==> config.mk <==
export PLATFORM = sky130hd
export DESIGN_NAME = mac8_window_capture
export DESIGN_NICKNAME = d
export VERILOG_FILES = /design/src/rtl/mac8_window_capture.sv
export SDC_FILE = /design/constraint.sdc
export NUM_CORES = 1
export LEC_CHECK = 0
export ABC_AREA = 0
export CAP_MARGIN = 20
export CORE_MARGIN = 2
export CORE_UTILIZATION = 56
export CTS_BUF_LIST = sky130_fd_sc_hd__clkbuf_16
export DETAILED_ROUTE_END_ITERATION = 8
export HOLD_SLACK_MARGIN = 0.08
export PLACE_DENSITY = 0.84
export REMOVE_ABC_BUFFERS = 1
export SLEW_MARGIN = 0
export SYNTH_ARGS = -nofsm -noshare
export SYNTH_HDL_FRONTEND = slang
export SYNTH_SLANG_ARGS = --single-unit
==> constraint.sdc <==
create_clock -name clk -period 3.6 [get_ports clk]
set_input_delay 0.54 -clock clk [delete_from_list [all_inputs] [get_ports clk]]
set_output_delay 0.54 -clock clk [all_outputs]
set_load 0.01 [all_outputs]
==> src/rtl/mac8_window_capture.sv <==
// mac8_window_capture: downstream stage of mac8.
//   Runs fixed WIN-product accumulation windows on the MAC and captures each window's 16-bit
//   sum. The MAC's active-low clear is pulsed between windows. Each sum is right-shifted by SHIFT,
//   narrowed to OUT_W bits, then queued in a DEPTH-entry FIFO with a valid/ready output.
//
// Optional feature: define MAC_WIN_SAT_EN to saturate the narrowed word at 2^OUT_W-1.
//   When it is undefined, the word is the truncated low OUT_W bits.
//
// Ports:
//   clk        rising-edge clock
//   rst        asynchronous active-low reset
//   en         run windows while high
//   mac_dout   mac8 accumulator value (unsigned)
//   mac_clr_n  drives mac8 rst; low clears the accumulator
//   acc_busy   high while the MAC accumulates; upstream presents operands
//   out_data   FIFO head word
//   out_valid  FIFO non-empty
//   out_ready  consumer accepts the head when out_valid & out_ready
//   level      FIFO occupancy
//   ovf        sticky flag: a window was dropped because the FIFO was full
//   clr_ovf    synchronous clear of ovf

module mac8_window_capture #(
  parameter int unsigned WIN   = 4,
  parameter int unsigned SHIFT = 0,
  parameter int unsigned OUT_W = 8,
  parameter int unsigned DEPTH = 4
) (
  input  logic                     clk,
  input  logic                     rst,
  input  logic                     en,
  input  logic [15:0]              mac_dout,
  output logic                     mac_clr_n,
  output logic                     acc_busy,
  output logic [OUT_W-1:0]         out_data,
  output logic                     out_valid,
  input  logic                     out_ready,
  output logic [$clog2(DEPTH):0]   level,
  output logic                     ovf,
  input  logic                     clr_ovf
);

  localparam int unsigned PtrW = $clog2(DEPTH);
  localparam int unsigned CntW = (WIN > 1) ? $clog2(WIN) : 1;
  localparam logic [CntW-1:0] CntLast = CntW'(WIN - 1);
  localparam logic [PtrW:0]   LevelFull = (PtrW + 1)'(DEPTH);

  typedef enum logic [1:0] {StIdle, StAccum, StCapture} state_e;

  state_e          state_q, state_d;
  logic [CntW-1:0] cnt_q, cnt_d;

  // State register.
  always_ff @(posedge clk or negedge rst) begin
    if (!rst) begin
      state_q <= StIdle;
      cnt_q   <= '0;
    end else begin
      state_q <= state_d;
      cnt_q   <= cnt_d;
    end
  end

  // Next state. Dropping en aborts the window even on its last product.
  always_comb begin
    state_d = state_q;
    cnt_d   = cnt_q;
    unique case (state_q)
      StIdle: begin
        cnt_d = '0;
        if (en) state_d = StAccum;
      end
      StAccum: begin
        if (!en) begin
          state_d = StIdle;
          cnt_d   = '0;
        end else if (cnt_q == CntLast) begin
          state_d = StCapture;
        end else begin
          cnt_d = cnt_q + 1'b1;
        end
      end
      StCapture: begin
        cnt_d   = '0;
        state_d = en ? StAccum : StIdle;
      end
      default: begin
        state_d = StIdle;
        cnt_d   = '0;
      end
    endcase
  end

  // Outputs decode straight from the state flops; the MAC is only released while accumulating.
  always_comb begin
    mac_clr_n = 1'b0;
    acc_busy  = 1'b0;
    if (state_q == StAccum) begin
      mac_clr_n = 1'b1;
      acc_busy  = 1'b1;
    end
  end

  // Requantize the captured sum. MAC wrap is not detected.
  logic [15:0]      shifted;
  logic [OUT_W-1:0] word;

  assign shifted = mac_dout >> SHIFT;

`ifdef MAC_WIN_SAT_EN
  localparam logic [15:0] WordMax = 16'((32'd1 << OUT_W) - 32'd1);
  assign word = (shifted > WordMax) ? WordMax[OUT_W-1:0] : shifted[OUT_W-1:0];
`else
  assign word = shifted[OUT_W-1:0];
`endif

  // FIFO.
  logic [OUT_W-1:0] mem_q [DEPTH];
  logic [PtrW-1:0]  wr_ptr_q, rd_ptr_q;
  logic [PtrW:0]    level_q;
  logic             push, pop, drop, wr;

  assign push      = (state_q == StCapture);
  assign out_valid = (level_q != '0);
  assign pop       = out_valid & out_ready;
  // When full, a concurrent pop frees the slot the write pointer already points at.
  assign drop      = push & (level_q == LevelFull) & ~pop;
  assign wr        = push & ~drop;
  assign out_data  = mem_q[rd_ptr_q];
  assign level     = level_q;

  always_ff @(posedge clk or negedge rst) begin
    if (!rst) begin
      for (int i = 0; i < int'(DEPTH); i++) mem_q[i] <= '0;
      wr_ptr_q <= '0;
      rd_ptr_q <= '0;
      level_q  <= '0;
    end else begin
      if (wr) begin
        mem_q[wr_ptr_q] <= word;
        wr_ptr_q        <= wr_ptr_q + 1'b1;
      end
      if (pop) rd_ptr_q <= rd_ptr_q + 1'b1;
      if (wr && !pop)      level_q <= level_q + 1'b1;
      else if (!wr && pop) level_q <= level_q - 1'b1;
    end
  end

  // Setting wins over clearing in the same cycle.
  always_ff @(posedge clk or negedge rst) begin
    if (!rst) begin
      ovf <= 1'b0;
    end else if (drop) begin
      ovf <= 1'b1;
    end else if (clr_ovf) begin
      ovf <= 1'b0;
    end
  end

endmodule

==> impl_results.md <==
- Antenna Cells: 0
- P_sw: 337 uW
- Mean instance size in the synthesized netlist: 15.4 sq um
- Critical Path Sink Type: primary output
- Critical path startpoint category: flop
- Final hold violation count: 0
- Worst setup slack after layout: 970 ps
- Layout cell share with drive strength beyond 1: 14.6%
- Buffer levels on the longest clock path: 2
- Number of buffer and inverter instances along the worst setup path: 1
- Path class of the lowest-slack min-delay path: in -> async
- Full die area: 0.00410 sq mm
- Wire length of the first global-routing pass: 6.37 mm
- Post-synth top area share: a little over half
- Initial antenna violation count: 0
- Proportion of power drawn by combinational gates: 17.7%
- # Post-CTS Setup Buffers: 0
- Most utilized layer in the global route result: met2
- Leading cell type in the layout, fill and taps excluded: dfrtp_1
- Slowest stage cell on the critical path: dfrtp_1
- Post-synthesis cell type with the largest combined area: dfrtp_1
- Most area-consuming cells after synthesis: dfrtp_1, mux2_1, mux4_2
- Clk_lat worst skew: 280 ps
- Number of DRC violations after detailed routing: 0
- Met2 track demand over resource in global routing: 37.5%
- Worst relative slew slack: 36.9%
- Height of the die: 64.1 um
- Total congestion overflow after global routing: 0
- Count of cells resized by post-cts repair: 0
- Input/output buffers: 27
- Vias in the first global route: 1334
- Leading cell types in the layout, fill and taps excluded: dfrtp_1, mux2_1, clkdlybuf4s50_1
- Final count of negative-setup-slack endpoints: 0
- Count of distinct cell types in the synthesized netlist: 25
- Portion of the post-synthesis area used by sequential elements: a little over half
- CTS tree: yes
- Gate Count Post-Synth: 131
- Category of the most critical setup path: reg -> out
- # rows: 21
- Core outline area: 0.00339 sq mm
- Initial standard-cell utilization of the core: about three fifths
- Peak Freq: around 380 MHz
- Met1 global-route usage: 24.1%
- Power per unit of standard cell area: 509 mW/mm^2
- Sw Ratio: 26.7%
- Data arrival at the endpoint of the critical path: 2090 ps
- Layout Skew: 3.54 ps
- Post-route minimum period: 2630 ps
- Cell area after synthesis: 0.00202 sq mm
- Run status: finished, final reports clean
- H-tree depth reported by CTS: 2
- Pin count of the biggest net entering global routing: 45
- Total leakage power: 1.21 nW
- Last weighted congestion value of the routability-driven placer: between 0.6 and 0.7
- #FFs+latches synth: 44
- Int Pwr: 927 uW
- Slew at the pin with the worst max-slew slack: roughly 950 ps
- Clk network pwr share: around a third
- Starting DRC count in detailed routing: 72
- Clock sinks: 44
- Worst-case setup slack after placement: 723 ps
- Routed wire length: 3.62 mm
- WL per Instance: 17.2 um
- Nets: 192
- Hold_buf cts: 0
- Setup repair after global routing missed its margin: false
- GRT Resource Usage Total: 21.0%
- Num CTS Buffers: 5
- Area added between synthesis and finish: 23.0%
- Die width: 64.1 um
- Dominant synthesized flop cell: dfrtp_1
- Period Utilization, post-route: 73.1%
- IO Count: 36
- 1st-pass router iterations: 4
- Number of enable flip-flop cells after synthesis: 0
- Data required, critical path: 3060 ps
- Worst reg-to-reg setup slack: around 1400 ps
- Number of synthesis warnings: 0
- Critical path's top delay family: flip-flops
- Post-route setup TNS: 0 ps
- Global routing met3 resource utilization: about 6.0%
- Clock tree root buffer cell: clkbuf_16
- Final HPWL from detailed placement: about 2.6 mm
- Detailed-route vias per instance: approximately 5.6
- Total number of vias: 1172
- Async set-reset flop share out of synthesis: between 90% and 100%
- Clock slew at reported path FFs: 60 ps
- Slowest cell delay on critical path: 730 ps
- Worst supply voltage drop on vdd: 0.000459 V
- Antenna Nets Post-Route: 0
- Critical path cell sequence: mux4_2 -> clkdlybuf4s50_1
- Number of max-slew violations in the final report: 0
- Max-cap viol count: 0
- Max FO, Critical Path: 10
- Sequential share of power: 49.5%
final timing paths:
path / from / to / cells after the start
worst max-delay path: rd_ptr_q[0]$_DFFE_PN0P_ / out_data[1] / 2
max in group asynchronous: rst / state_q[1]$_DFFE_PN0P_ / 1
worst min-delay path: rst / mem_q[6]$_DFFE_PN0P_ / 1
worst min register to register: mem_q[15]$_DFFE_PN0P_ / mem_q[15]$_DFFE_PN0P_ / 1
min in group clk: mem_q[15]$_DFFE_PN0P_ / mem_q[15]$_DFFE_PN0P_ / 1
worst max register to register: level[0]$_DFFE_PN0P_ / level[2]$_DFFE_PN0P_ / 8
per-stage QoR:
step                cells  instance area [sq um]  total power, mW  hold slack, ps  util, %
floorplan             124                   1980            0.744             244        -
global route          210                   2480             1.33             494     73.3
CTS                   210                   2480             1.28             440     73.3
detailed placement    203                   2350            0.863             473     69.4
global placement      203                   2350            0.851             462     69.4
finish                210                   2480             1.26             411     73.3
logic make-up (layout without fill, tap and decap cells):
family,Yosys count,in the layout,share of synthesized area [%]
AND/OR/NAND/NOR,17,17,6.32
flip-flops,44,44,54.5
adder cells (fa/ha/maj),7,7,4.71
multiplexers,43,43,28.4
XOR/XNOR,7,7,3.04
AO/OA/AOI/OAI,2,2,0.496
buffers and inverters,11,44,2.54
registers in the layout (all words and copies together), names as in the netlist:
name and flops:
level 3, rd_ptr_q 2, mem_q 32, cnt_q 2, wr_ptr_q 2, ovf 1
state_q 2
power by group through the flow:
stage | clock, mW | sequential, mW | combinational, mW
after CTS | 0.422 | 0.630 | 0.227
after global placement | 0 | 0.633 | 0.217
after global routing | 0.449 | 0.640 | 0.244
after detailed placement | 0 | 0.638 | 0.224
final | 0.415 | 0.626 | 0.223
after floorplan | 0 | 0.620 | 0.125
cell usage after synthesis (2+ instances only):
cell,n
xor2_1,3
mux2_2,2
inv_1,4
mux2_1,32
nor2_1,3
ha_1,6
buf_2,5
nor4bb_1,4
xnor2_1,4
o21ai_0,2
nand2_1,2
dfrtp_1,44
mux4_2,8
layer usage:
| layer | vias up | share of wire (%) |
|---|---|---|
| met4 | 0 | 1.0 |
| met2 | 22 | 55 |
| met3 | 5 | 2.9 |
| met1 | 617 | 41 |
| li1 | 528 | - |
| met5 | - | 0 |
layout make-up:
| class | instances | area [sq um] |
|---|---|---|
| Clock inverter | 2 | 8.76 |
| Tap cell | 46 | 57.6 |
| Fill cell | 223 | 905 |
| Timing Repair Buffer | 33 | 310 |
| Sequential cell | 44 | 1100 |
| Inverter | 4 | 15.0 |
| Multi-Input combinational cell | 76 | 867 |
| Clock buffer | 5 | 125 |
No activity file was read; power rests on OpenSTA's default activity.
